$ cat src/rtl/mul_arbiter_if.sv
// Request/response bundle between two requesters, the multiplier front-end and its consumer.
// Latency: none, wiring only.
// Backpressure: req*_ready from the arbiter, resp_ready from the consumer.
interface mul_arbiter_if #(
    parameter int WIDTH = 4
);
    logic               req0_valid;
    logic               req0_ready;
    logic [WIDTH-1:0]   req0_x;
    logic [WIDTH-1:0]   req0_y;
    logic               req0_signed;

    logic               req1_valid;
    logic               req1_ready;
    logic [WIDTH-1:0]   req1_x;
    logic [WIDTH-1:0]   req1_y;
    logic               req1_signed;

    logic               resp_valid;
    logic               resp_ready;
    logic [2*WIDTH-1:0] resp_r;
    logic               resp_id;
    logic               resp_negative;
    logic               resp_zero;
    logic               busy;

    // Requesters plus result consumer side
    modport master (
        output req0_valid, req0_x, req0_y, req0_signed,
        input  req0_ready,
        output req1_valid, req1_x, req1_y, req1_signed,
        input  req1_ready,
        input  resp_valid, resp_r, resp_id, resp_negative, resp_zero, busy,
        output resp_ready
    );

    // Arbiter/multiplier side
    modport slave (
        input  req0_valid, req0_x, req0_y, req0_signed,
        output req0_ready,
        input  req1_valid, req1_x, req1_y, req1_signed,
        output req1_ready,
        output resp_valid, resp_r, resp_id, resp_negative, resp_zero, busy,
        input  resp_ready
    );
endinterface

$ cat src/rtl/mul_arbiter.sv
// Round-robin arbiter feeding one shared signed (Baugh-Wooley) / unsigned array multiplier.
// Latency: accept at T0, product registered at T1, held until the response handshake.
// Backpressure: resp_ready low holds DONE; both requesters see ready=0 outside IDLE.
module mul_arbiter #(
    parameter int WIDTH = 4
) (
    input  logic          clk,
    input  logic          rst_n,
    mul_arbiter_if.slave  bus
);
    localparam int PW = 2 * WIDTH;

    typedef enum logic [1:0] {
        IDLE = 2'd0,
        BUSY = 2'd1,
        DONE = 2'd2
    } state_t;

    state_t           state_q, state_d;
    logic             last_grant_q, last_grant_d;
    logic [WIDTH-1:0] op_x_q, op_x_d;
    logic [WIDTH-1:0] op_y_q, op_y_d;
    logic             op_signed_q, op_signed_d;
    logic             op_id_q, op_id_d;
    logic             resp_valid_q, resp_valid_d;
    logic [PW-1:0]    resp_r_q, resp_r_d;
    logic             resp_id_q, resp_id_d;
    logic             resp_negative_q, resp_negative_d;
    logic             resp_zero_q, resp_zero_d;
    logic             busy_q, busy_d;

    logic             gnt0, gnt1;
    logic [PW-1:0]    prod;
    logic [PW-1:0]    row;
    logic [PW-1:0]    bw_corr;
    logic             pp;

    // Combinational arbitration in IDLE; on a tie the requester that did not win last time goes.
    // Grants are forced low while reset is asserted so nobody sees ready during reset.
    always_comb begin
        gnt0 = 1'b0;
        gnt1 = 1'b0;
        if (rst_n && (state_q == IDLE)) begin
            if (bus.req0_valid && bus.req1_valid) begin
                gnt0 = last_grant_q;
                gnt1 = !last_grant_q;
            end else begin
                gnt0 = bus.req0_valid;
                gnt1 = bus.req1_valid;
            end
        end
    end

    assign bus.req0_ready = gnt0;
    assign bus.req1_ready = gnt1;

    // Array multiplier: one partial-product row per y bit, accumulated row by row.
    // Signed mode uses Baugh-Wooley: the cross terms with exactly one sign bit are
    // inverted and the constant 2^WIDTH + 2^(PW-1) is added, giving an exact PW-bit result.
    always_comb begin
        prod    = '0;
        row     = '0;
        pp      = 1'b0;
        bw_corr = '0;
        bw_corr[WIDTH]  = 1'b1;
        bw_corr[PW-1]   = 1'b1;
        for (int i = 0; i < WIDTH; i++) begin
            row = '0;
            for (int j = 0; j < WIDTH; j++) begin
                pp = op_x_q[j] & op_y_q[i];
                if (op_signed_q && ((i == WIDTH - 1) != (j == WIDTH - 1))) begin
                    pp = ~pp;
                end
                row[i+j] = pp;
            end
            prod = prod + row;
        end
        if (op_signed_q) begin
            prod = prod + bw_corr;
        end
    end

    // Next-state and register-update logic for the IDLE -> BUSY -> DONE sequence.
    always_comb begin
        state_d         = state_q;
        last_grant_d    = last_grant_q;
        op_x_d          = op_x_q;
        op_y_d          = op_y_q;
        op_signed_d     = op_signed_q;
        op_id_d         = op_id_q;
        resp_valid_d    = resp_valid_q;
        resp_r_d        = resp_r_q;
        resp_id_d       = resp_id_q;
        resp_negative_d = resp_negative_q;
        resp_zero_d     = resp_zero_q;
        case (state_q)
            IDLE: begin
                if (gnt0 || gnt1) begin
                    op_x_d       = gnt1 ? bus.req1_x      : bus.req0_x;
                    op_y_d       = gnt1 ? bus.req1_y      : bus.req0_y;
                    op_signed_d  = gnt1 ? bus.req1_signed : bus.req0_signed;
                    op_id_d      = gnt1;
                    last_grant_d = gnt1;
                    state_d      = BUSY;
                end
            end
            BUSY: begin
                resp_r_d        = prod;
                resp_negative_d = op_signed_q & prod[PW-1];
                resp_zero_d     = (prod == '0);
                resp_id_d       = op_id_q;
                resp_valid_d    = 1'b1;
                state_d         = DONE;
            end
            DONE: begin
                if (bus.resp_ready) begin
                    resp_valid_d = 1'b0;
                    state_d      = IDLE;
                end
            end
            default: begin
                state_d      = IDLE;
                resp_valid_d = 1'b0;
            end
        endcase
        busy_d = (state_d != IDLE);
    end

    // All state registers; reset drops any in-flight operation and primes requester 0 to win the first tie.
    always_ff @(posedge clk or negedge rst_n) begin
        if (!rst_n) begin
            state_q         <= IDLE;
            last_grant_q    <= 1'b1;
            op_x_q          <= '0;
            op_y_q          <= '0;
            op_signed_q     <= 1'b0;
            op_id_q         <= 1'b0;
            resp_valid_q    <= 1'b0;
            resp_r_q        <= '0;
            resp_id_q       <= 1'b0;
            resp_negative_q <= 1'b0;
            resp_zero_q     <= 1'b0;
            busy_q          <= 1'b0;
        end else begin
            state_q         <= state_d;
            last_grant_q    <= last_grant_d;
            op_x_q          <= op_x_d;
            op_y_q          <= op_y_d;
            op_signed_q     <= op_signed_d;
            op_id_q         <= op_id_d;
            resp_valid_q    <= resp_valid_d;
            resp_r_q        <= resp_r_d;
            resp_id_q       <= resp_id_d;
            resp_negative_q <= resp_negative_d;
            resp_zero_q     <= resp_zero_d;
            busy_q          <= busy_d;
        end
    end

    assign bus.resp_valid    = resp_valid_q;
    assign bus.resp_r        = resp_r_q;
    assign bus.resp_id       = resp_id_q;
    assign bus.resp_negative = resp_negative_q;
    assign bus.resp_zero     = resp_zero_q;
    assign bus.busy          = busy_q;
endmodule

$ cat src/flat_wrapper.sv
// flat-port wrapper written by rule: the top's interface ports become plain ports
module mul_arbiter_flat 
#(
    parameter int WIDTH = 4
)
  (clk, rst_n, bus_req0_valid, bus_req0_x, bus_req0_y, bus_req0_signed, bus_req0_ready, bus_req1_valid, bus_req1_x, bus_req1_y, bus_req1_signed, bus_req1_ready, bus_resp_valid, bus_resp_r, bus_resp_id, bus_resp_negative, bus_resp_zero, bus_busy, bus_resp_ready);
  mul_arbiter_if #(.WIDTH(WIDTH)) bus_i ();
  input  logic clk;
  input  logic rst_n;
  input wire logic [$bits(bus_i.req0_valid)-1:0] bus_req0_valid;
  input wire logic [$bits(bus_i.req0_x)-1:0] bus_req0_x;
  input wire logic [$bits(bus_i.req0_y)-1:0] bus_req0_y;
  input wire logic [$bits(bus_i.req0_signed)-1:0] bus_req0_signed;
  output wire logic [$bits(bus_i.req0_ready)-1:0] bus_req0_ready;
  input wire logic [$bits(bus_i.req1_valid)-1:0] bus_req1_valid;
  input wire logic [$bits(bus_i.req1_x)-1:0] bus_req1_x;
  input wire logic [$bits(bus_i.req1_y)-1:0] bus_req1_y;
  input wire logic [$bits(bus_i.req1_signed)-1:0] bus_req1_signed;
  output wire logic [$bits(bus_i.req1_ready)-1:0] bus_req1_ready;
  output wire logic [$bits(bus_i.resp_valid)-1:0] bus_resp_valid;
  output wire logic [$bits(bus_i.resp_r)-1:0] bus_resp_r;
  output wire logic [$bits(bus_i.resp_id)-1:0] bus_resp_id;
  output wire logic [$bits(bus_i.resp_negative)-1:0] bus_resp_negative;
  output wire logic [$bits(bus_i.resp_zero)-1:0] bus_resp_zero;
  output wire logic [$bits(bus_i.busy)-1:0] bus_busy;
  input wire logic [$bits(bus_i.resp_ready)-1:0] bus_resp_ready;
  assign bus_i.req0_valid = bus_req0_valid;
  assign bus_i.req0_x = bus_req0_x;
  assign bus_i.req0_y = bus_req0_y;
  assign bus_i.req0_signed = bus_req0_signed;
  assign bus_req0_ready = bus_i.req0_ready;
  assign bus_i.req1_valid = bus_req1_valid;
  assign bus_i.req1_x = bus_req1_x;
  assign bus_i.req1_y = bus_req1_y;
  assign bus_i.req1_signed = bus_req1_signed;
  assign bus_req1_ready = bus_i.req1_ready;
  assign bus_resp_valid = bus_i.resp_valid;
  assign bus_resp_r = bus_i.resp_r;
  assign bus_resp_id = bus_i.resp_id;
  assign bus_resp_negative = bus_i.resp_negative;
  assign bus_resp_zero = bus_i.resp_zero;
  assign bus_busy = bus_i.busy;
  assign bus_i.resp_ready = bus_resp_ready;
  mul_arbiter #(.WIDTH(WIDTH)) u_core (.clk(clk), .rst_n(rst_n), .bus(bus_i));
endmodule
$ cat config.mk
export PLATFORM = sky130hd
export DESIGN_NAME = mul_arbiter_flat
export DESIGN_NICKNAME = d
export VERILOG_FILES = /design/src/rtl/mul_arbiter_if.sv /design/src/rtl/mul_arbiter.sv /design/src/flat_wrapper.sv
export SDC_FILE = /design/constraint.sdc
export NUM_CORES = 1
export LEC_CHECK = 0
export CAP_MARGIN = 30
export CELL_PAD_IN_SITES_DETAIL_PLACEMENT = 0
export CELL_PAD_IN_SITES_GLOBAL_PLACEMENT = 1
export CORE_ASPECT_RATIO = 1.25
export CORE_MARGIN = 2
export CORE_UTILIZATION = 41
export DETAILED_ROUTE_END_ITERATION = 7
export PLACE_DENSITY = 0.82
export SYNTH_ARGS = -nofsm -noshare
export SYNTH_HDL_FRONTEND = slang
export SYNTH_SLANG_ARGS = --single-unit
$ cat constraint.sdc
create_clock -name clk -period 10.9 [get_ports clk]
set_input_delay 1.09 -clock clk [delete_from_list [all_inputs] [get_ports clk]]
set_output_delay 1.09 -clock clk [all_outputs]
set_load 0.05 [all_outputs]
==> out/results.txt, run 1 <==
detailed placer's ending HPWL -> 2.68 mm
worst slew pin tran -> 0.771 ns
Crit Path Category -> in -> out
core area -> 0.00385 sq mm
RR Endpoint -> u_core.bus.resp_r[7]
Slew HR -> 48.5%
DRC -> 0
Syn Nets -> 206
Gates resized, CTS repair -> 0
WP depth -> 6
later-pin clock latency in the skew report -> 0.27 ns
largest net degree at the start of global routing -> 28
setup bufs post-CTS -> 0
Hold Vio Cnt, Final -> 0
unrepaired setup endpoints after global routing -> false
area of placed instances -> 0.00208 sq mm
met1 GRT Util -> 18.7%
worst-path cell chain -> clkdlybuf4s50_1, buf_4, nor3b_1, nand3_1, inv_1, clkdlybuf4s50_1
clock-pin slew on the worst setup and hold paths -> 0.09 ns
achievable frequency -> 206 MHz
row count -> 25
initial core utilization -> 43.2%
most frequent CP cell -> clkdlybuf4s50_1
family with the most delay on the worst path -> buffers and inverters
worst hold endpoint -> u_core.last_grant_q
critical path endpoint category -> primary output
syn_area_per_cell -> 9.82 sq um
busiest layer in global routing -> met2
initial antenna violation count -> 0
Setup crit start kind -> primary input
routed len/inst -> 12.7 microns
Routed WL -> 3.30 mm
critical path required time -> 9.81 ns
biggest cell delay along the critical path -> 0.82 ns
layout cells sized above 1 -> 8.78%
DR pass1 iterations -> 4
met3 GRT Util -> 3.09%
max_cap viols -> 0
Buf/Inv on CP -> 4
die area -> 0.00458 sq mm
All-Layer GR Usage -> 15.5%
sequential area share after synthesis -> 39.3%
Finish-stage setup viols -> 0
Hold-fix buffers, CTS -> 0
total congestion overflow -> 0
Final Cycle Share -> 44.5%
Die Height -> 75.2 microns
I/O pin cnt -> 38
vias in the first global route -> 1,311
Num CTS Buffers -> 3
Clock Path Buffers -> 2
register-to-register setup slack -> 7.04 ns
Vias -> 1,259
Sink Count -> 26
worst r2r src -> u_core.op_y_q[0]
Synth area leader -> dfrtp_1
#FFs+latches synth -> 26
nets -> 243
final RePlAce weighted congestion -> 0.828
final max-slew violation count -> 0
DIE WIDTH -> 60.9 microns
Hold Path Class -> reg -> reg
fin area -> 0.00215 sq mm
Synth Cell Area -> 0.00166 sq mm
Area Overhead vs Synth -> 29.6%
most common cell after layout, fill and taps aside -> clkdlybuf4s50_1
final core occ -> 55.9%
I/O Buffers -> 37
antenna viol nets, final -> 0
Vias/cell -> 4.86
Setup TNS -> 0 ns
TritonCTS clock tree -> yes
antenna cell count -> 0
clk_skew -> 0.0101 ns
arrival time worst endpoint -> 3.76 ns
min-delay src -> u_core.last_grant_q
Root Driver -> clkbuf_8
Crit Path Max Fanout -> 27
critical path's slowest cell -> clkdlybuf4s50_1
synthesized instance count -> 169
synth unique cells -> 37
share of the synthesized area in the top cell type -> 37.7%
top cells by area, synth -> dfrtp_1 38%, ha_1 6.8%, mux2i_1 6.6%
R2R cell count -> 14
DRT iter0 DRCs -> 40
most frequent cells in the layout -> 37 x clkdlybuf4s50_1, 25 x dfrtp_1, 23 x nand2_1, 13 x a21oi_1, 13 x nor2_1
first-pass GRT wire length -> 5.48 mm
synth warn -> 0
status -> finished, final reports clean
Hold Path Cell Cnt -> 2
met2 GRT Util -> 28.9%
fin crit period -> 4.85 ns
htree depth -> 1
## metal layers
metal / wire length [microns] / up-vias / part of all wire (%)
li1: - / 633 / -
met1: 1420 / 589 / 43
met2: 1700 / 33 / 52
met3: 146 / 4 / 4.4
met4: 29 / 0 / 0.88
met5: 0 / - / 0
## through the flow
stage,setup slack (ns),hold slack [ns],std cells
final,6.05,0.477,259
after global routing,5.84,0.505,259
after CTS,6.05,0.483,259
after detailed placement,6.08,0.468,255
after global placement,6.11,0.455,255
after floorplan,7.31,0.443,169
## area by class of cell
type                    count  area, sq um
well taps                  54         67.6
multi-input cells         125          938
clock buffers               3         41.3
inverters                  12         45.0
repair buffers             38          378
flip-flops and latches     26          652
fillers                   359         1700
clock inverters             1         30.0
## worst max-delay path by stage
| stage | slack, ns | from | to |
|---|---|---|---|
| finish | 6.05 | rst_n | bus_req1_ready |
| global route | 5.84 | rst_n | bus_req1_ready |
| CTS | 6.05 | rst_n | bus_req1_ready |
| detailed placement | 6.08 | rst_n | bus_req1_ready |
| global placement | 6.11 | rst_n | bus_req1_ready |
| floorplan | 7.31 | rst_n | bus_req0_ready |
## cell usage after synthesis
master,n
dfrtp_1,25
nand2_1,23
a21oi_1,13
nor2_1,13
mux2i_1,11
inv_1,10
ha_1,9
and2_1,8
xnor2_1,8
mux2_2,7
fa_1,5
o21ai_0,5
clkbuf_1,3
xor2_1,3
buf_2,2
nand3_1,2
nor3_1,2
a21o_1,1
a22o_1,1
and3_1,1
and4_1,1
buf_1,1
clkinv_1,1
dfstp_2,1
inv_2,1
mux2_1,1
nand2b_1,1
nand4_1,1
nand4b_1,1
nor2b_1,1
nor3b_1,1
nor4_1,1
o21a_1,1
o221ai_2,1
o41ai_2,1
or2_2,1
xor2_2,1
## sequential cells by signal, indices dropped and copies added, names as in the netlist
register and cells:
u_core.bus.resp_r 8, u_core.op_signed_q 1, u_core.bus.busy 1, u_core.state_q 2, u_core.bus.resp_negative 1, u_core.op_y_q 4, u_core.last_grant_q 1, u_core.bus.resp_id 1
u_core.bus.resp_zero 1, u_core.op_id_q 1, u_core.op_x_q 4, u_core.bus.resp_valid 1
## worst reg2reg max path, delay by kind of cell (launching register included)
family,cells,cell delay (ns)
AOI/OAI and AO/OA,1,0.15
xor gates and xnor gates,2,0.43
adders and majority gates,5,1.77
buffers and inverters,2,0.12
DFF,1,0.44
muxes,2,0.48
and+or+nand+nor,2,0.36
## cells by family after synthesis
kind of cell    share of synthesized area, %
flops                                   39.3
compound gates                          8.74
xor+xnor                                6.78
fa+ha+maj                               12.8
buf+inv                                 4.22
mux                                     12.1
simple gates                            16.1
Power of run 1 is left out: the tool's default activity adds up to more than one toggle a clock period on the data nets, which glitch-free logic cannot reach.
==> inputs of run 2 (changes only) <==
--- a/config.mk
+++ b/config.mk
@@ -10,9 +10,9 @@
 export CELL_PAD_IN_SITES_GLOBAL_PLACEMENT = 1
 export CORE_ASPECT_RATIO = 1.25
 export CORE_MARGIN = 2
-export CORE_UTILIZATION = 41
+export CORE_UTILIZATION = 38
 export DETAILED_ROUTE_END_ITERATION = 7
-export PLACE_DENSITY = 0.82
+export PLACE_DENSITY = 0.76
 export SYNTH_ARGS = -nofsm -noshare
 export SYNTH_HDL_FRONTEND = slang
 export SYNTH_SLANG_ARGS = --single-unit
==> constraint.sdc (replaced) <==
create_clock -name clk -period 4.6 [get_ports clk]
set_input_delay 0.46 -clock clk [delete_from_list [all_inputs] [get_ports clk]]
set_output_delay 0.46 -clock clk [all_outputs]
set_load 0.05 [all_outputs]
==> run 2 against run 1 <==
  * Clock-buffer cell count did not move
  * Worst setup slack got worse by 5.3 ns
  * First-iteration DRC count fell by 10%
  * Flip-flop and latch count did not move
  * Wire length rose by 4.0%
  * Sequential share of layout area fell by 0.24 points
  * Worst hold slack got worse by 0.0017 ns
  * Non-clock buffer count rose by 2
  * Clock skew fell by 0.0083 ns
  * Via count rose by 1.4%
  * Utilization fell by 3.4 points
  * Final area rose by 0.81%
==> out/results.txt, run 2 (same netlist as run 1, synthesis figures left out) <==
largest net degree at the start of global routing -> 28 (unchanged)
TritonCTS clock tree -> yes
Gates resized, CTS repair -> 0 (unchanged)
Die Height -> 77.9 microns (+3.7%)
arrival time worst endpoint -> 3.97 ns (+0.21 ns)
critical path endpoint category -> register
vias in the first global route -> 1,296 (-1.1%)
Final Non-Filler Cells -> 263 (+1.5%)
Vias -> 1,276 (+1.4%)
most frequent cells in the layout -> 37 x clkdlybuf4s50_1, 25 x dfrtp_1, 23 x nand2_1, 13 x a21oi_1, 13 x nor2_1
layout cells sized above 1 -> 9.66% (+0.88 points)
final max-slew violation count -> 0 (unchanged)
total congestion overflow -> 0 (unchanged)
Area Overhead vs Synth -> 30.7%
DR pass1 iterations -> 4 (unchanged)
routed len/inst -> 13.0 microns (+2.4%)
All-Layer GR Usage -> 14.6% (-0.90 points)
status -> finished, final reports clean
unrepaired setup endpoints after global routing -> false
I/O Buffers -> 37 (unchanged)
Sink Count -> 26 (unchanged)
Crit Path Category -> reg -> reg
DIE WIDTH -> 63.1 microns (+3.6%)
core area -> 0.00413 sq mm (+7.4%)
Slew HR -> 59.7% (+11 points)
Final Cycle Share -> 82.7%
Setup TNS -> 0 ns (unchanged)
htree depth -> 1 (unchanged)
worst slew pin tran -> 0.605 ns (-0.166 ns)
setup bufs post-CTS -> 0 (unchanged)
max_cap viols -> 0 (unchanged)
row count -> 26 (+4.0%)
Vias/cell -> 4.85 (-0.19%)
first-pass GRT wire length -> 5.82 mm (+6.2%)
Hold-fix buffers, CTS -> 0 (unchanged)
critical path required time -> 4.77 ns (-5.04 ns)
DRC -> 0 (unchanged)
Setup crit start kind -> register
I/O pin cnt -> 38 (unchanged)
Routed WL -> 3.43 mm (+4.0%)
Hold Path Class -> reg -> reg
detailed placer's ending HPWL -> 2.82 mm (+5.5%)
final RePlAce weighted congestion -> 0.868 (+4.8%)
Num CTS Buffers -> 3 (unchanged)
antenna viol nets, final -> 0 (unchanged)
Root Driver -> clkbuf_8
Clock Path Buffers -> 2 (unchanged)
most common cell after layout, fill and taps aside -> clkdlybuf4s50_1
Cells after DPL -> 259 (+1.6%)
Crit Path Max Fanout -> 5 (-81%)
clock-pin slew on the worst setup and hold paths -> 0.09 ns (about the same)
initial core utilization -> 40.2% (-3.0 points)
final core occ -> 52.5% (-3.4 points)
achievable frequency -> 263 MHz
antenna cell count -> 0 (unchanged)
Hold Vio Cnt, Final -> 0 (unchanged)
later-pin clock latency in the skew report -> 0.27 ns (about the same)
clk_skew -> 0.00179 ns (-0.00831 ns)
Largest register FFs -> 8 (unchanged)
nets -> 245 (+0.82%)
initial antenna violation count -> 0 (unchanged)
die area -> 0.00492 sq mm (+7.4%)
DRT iter0 DRCs -> 36 (-10%)
fin crit period -> 3.80 ns
Finish-stage setup viols -> 0 (unchanged)
run 2: cell types whose count changed in the layout (fill, tap and decap cells not counted), sizes merged:
cell	change
buf	+2
run 2: per-layer routing:
layer	GRT usage [%]	share of wire, %	up-vias
li1	-	-	643
met1	17.7	44	606
met2	26.5	52	23
met3	2.46	3.5	4
met4	4.00	0.99	0
met5	0	0	-
run 2: layout make-up:
type                            instances  area (sq um)
Inverter                               12          45.0
Multi-Input combinational cell        125           938
Fill cell                             396          1960
Clock buffer                            3          41.3
Clock inverter                          1          30.0
Timing Repair Buffer                   40           393
Sequential cell                        26           652
Tap cell                               56          70.1
run 2: critical path, stage by stage (launching register included):
cell      delay [ns]
dfrtp_1         0.42
and2_1          0.17
ha_1            0.22
fa_1            0.41
xor2_1          0.18
fa_1            0.54
ha_1            0.16
inv_1           0.05
fa_1            0.41
xor2_2          0.23
inv_2           0.07
and4_1          0.19
mux2i_1         0.16
o221ai_2        0.15
o41ai_2         0.33
run 2: worst paths after layout:
| path | from | endpoint | slack [ns] | cells after the start |
|---|---|---|---|---|
| min in group asynchronous | rst_n | u_core.bus.resp_valid | 0.55 | 2 |
| min reg2reg | u_core.last_grant_q | u_core.last_grant_q | 0.48 | 2 |
| max reg2reg | u_core.op_x_q[1] | u_core.bus.resp_zero | 0.80 | 14 |
| max | u_core.op_x_q[1] | u_core.bus.resp_zero | 0.80 | 14 |
| min | u_core.last_grant_q | u_core.last_grant_q | 0.48 | 2 |
| max in group asynchronous | rst_n | u_core.last_grant_q | 3.76 | 2 |
run 2: per-stage QoR:
step,hold slack (ns),instance area [sq um],setup WS [ns]
floorplan,0.164,1660,1.04
global placement,0.454,2100,0.907
detailed placement,0.460,2100,0.785
CTS,0.482,2170,0.763
global route,0.509,2170,0.562
finish,0.475,2170,0.797
Power of run 2 is left out for the same reason.
==> inputs of run 3 (changes only) <==
==> constraint.sdc (replaced) <==
create_clock -name clk -period 3.8 [get_ports clk]
set_input_delay 0.38 -clock clk [delete_from_list [all_inputs] [get_ports clk]]
set_output_delay 0.38 -clock clk [all_outputs]
set_load 0.05 [all_outputs]
==> run 3 against run 2 <==
  * Final cell count up 3.0%
  * Utilization up 2.1 points
  * Clock-buffer cell count unchanged
  * Register-to-register slack worse by 0.65 ns
  * Via count up 2.8%
==> out/results.txt, run 3 (same netlist as run 1, synthesis figures left out) <==
most frequent cells in the layout -> 35 x clkdlybuf4s50_1, 25 x dfrtp_1, 23 x nand2_1, 13 x a21oi_1, 13 x nor2_1
most common cell after layout, fill and taps aside -> clkdlybuf4s50_1
final RePlAce weighted congestion -> 0.840 (-3.2%)
Vias -> 1,312 (+2.8%)
total congestion overflow -> 0 (unchanged)
antenna cell count -> 0 (unchanged)
nets -> 253 (+3.3%)
critical path required time -> 3.96 ns (-0.81 ns)
Clock Path Buffers -> 2 (unchanged)
first-pass GRT wire length -> 5.73 mm (-1.5%)
Finish-stage setup viols -> 0 (unchanged)
routed len/inst -> 12.8 microns (-2.0%)
register-to-register setup slack -> 0.15 ns (-0.65 ns)
htree depth -> 1 (unchanged)
TritonCTS clock tree -> yes
initial core utilization -> 40.2% (unchanged)
clock-pin slew on the worst setup and hold paths -> 0.09 ns (about the same)
Slew HR -> 58.3% (-1.4 points)
biggest cell delay along the critical path -> 0.54 ns (about the same)
Die Height -> 77.9 microns (unchanged)
vias in the first global route -> 1,319 (+1.8%)
Setup crit start kind -> register
Area Overhead vs Synth -> 35.8%
worst-path cell chain -> and2_1, ha_1, fa_2, xor2_1, fa_1, ha_1, inv_1, fa_2, xor2_2, inv_2, and4_1, mux2i_1, o221ai_2, mux2_1
Crit Path Category -> reg -> reg
Root Driver -> clkbuf_8
initial antenna violation count -> 0 (unchanged)
clk_skew -> 0.00514 ns (+0.00335 ns)
arrival time worst endpoint -> 3.81 ns (-0.16 ns)
Largest register FFs -> 8 (unchanged)
Num CTS Buffers -> 3 (unchanged)
worst slew pin tran -> 0.626 ns (+0.0211 ns)
R2R cell count -> 14 (unchanged)
DRC -> 0 (unchanged)
die area -> 0.00492 sq mm (unchanged)
core area -> 0.00413 sq mm (unchanged)
DIE WIDTH -> 63.1 microns (unchanged)
critical path's slowest cell -> fa_1
DR pass1 iterations -> 4 (unchanged)
worst r2r src -> u_core.op_y_q[0]
later-pin clock latency in the skew report -> 0.27 ns (about the same)
Routed WL -> 3.46 mm (+1.0%)
DRT iter0 DRCs -> 35 (-2.8%)
Hold Vio Cnt, Final -> 0 (unchanged)
Vias/cell -> 4.84 (-0.21%)
achievable frequency -> 274 MHz (+4.1%)
status -> finished, final reports clean
row count -> 26 (unchanged)
layout cells sized above 1 -> 14.9% (+5.2 points)
Hold Slack -> 0.463 ns (-0.0117 ns)
antenna viol nets, final -> 0 (unchanged)
Final Cycle Share -> 96.1% (+13 points)
Hold-fix buffers, CTS -> 0 (unchanged)
RR Endpoint -> u_core.bus.resp_r[7]
largest net degree at the start of global routing -> 28 (unchanged)
Crit Path Max Fanout -> 5 (unchanged)
fin crit period -> 3.65 ns (-0.151 ns)
final max-slew violation count -> 0 (unchanged)
I/O pin cnt -> 38 (unchanged)
Sink Count -> 26 (unchanged)
All-Layer GR Usage -> 14.6% (about the same)
detailed placer's ending HPWL -> 2.85 mm (+1.0%)
critical path endpoint category -> register
max_cap viols -> 0 (unchanged)
I/O Buffers -> 37 (unchanged)
Hold Path Class -> in -> async
## run 3: changes by cell type in the layout (fill, tap and decap cells not counted), sizes merged
cell,change
buf,+10
clkdlybuf4s50,-2
## run 3: what timing repair did
action                                  4_1_cts  5_1_grt
gates resized for setup                       0        2
buffers inserted                              0        5
endpoints found under the setup margin        0        5
## run 3: metrics by stage
step / cells / area (sq um) / utilization (%) / TNS (ns) / setup slack, ns
6_report: 271 / 2250 / 54.6 / 0 / 0.148
2_1_floorplan: 169 / 1660 / - / 0 / 0.241
3_3_place_gp: 262 / 2140 / 51.8 / 0 / 0.111
5_1_grt: 271 / 2250 / 54.6 / -0.0139 / -0.0104
3_5_place_dp: 262 / 2140 / 51.8 / 0 / 0.0168
4_1_cts: 266 / 2210 / 53.5 / 0 / 0.000610
## run 3: cell type report
class,count,area (sq um)
clock buffers,3,41.3
clock inverters,1,30.0
fillers,393,1880
inverters,12,45.0
multi-input cells,125,943
flip-flops and latches,26,652
well taps,56,70.1
repair buffers,48,473
## run 3: worst max path at each step
stage | end | slack, ns | start
after floorplan | u_core.bus.resp_r[7] | 0.24 | u_core.op_x_q[1]
after detailed placement | u_core.bus.resp_r[7] | 0.02 | u_core.op_y_q[0]
final | u_core.bus.resp_r[7] | 0.15 | u_core.op_y_q[0]
after CTS | u_core.bus.resp_r[7] | 0.0006 | u_core.op_y_q[0]
after global placement | u_core.bus.resp_zero | 0.11 | u_core.op_y_q[0]
after global routing | u_core.bus.resp_r[7] | -0.01 | u_core.op_y_q[0]
## run 3: worst max-delay path, delay by kind of cell, from the launching register on
kind / cells / cell delay (ns)
xor+xnor: 2 / 0.37
compound gates: 1 / 0.15
flops: 1 / 0.44
buf+inv: 2 / 0.12
simple gates: 2 / 0.36
fa+ha+maj: 5 / 1.63
mux: 2 / 0.48
## run 3: per-layer routing
metal	part of all wire, %	up-vias	wire, microns	global-route usage [%]
met5	0	-	0	0
met4	2.0	0	68	6.22
met3	4.0	10	137	2.32
met2	53	45	1830	27.2
met1	41	603	1430	16.2
li1	-	654	-	-
Power of run 3 is left out for the same reason.
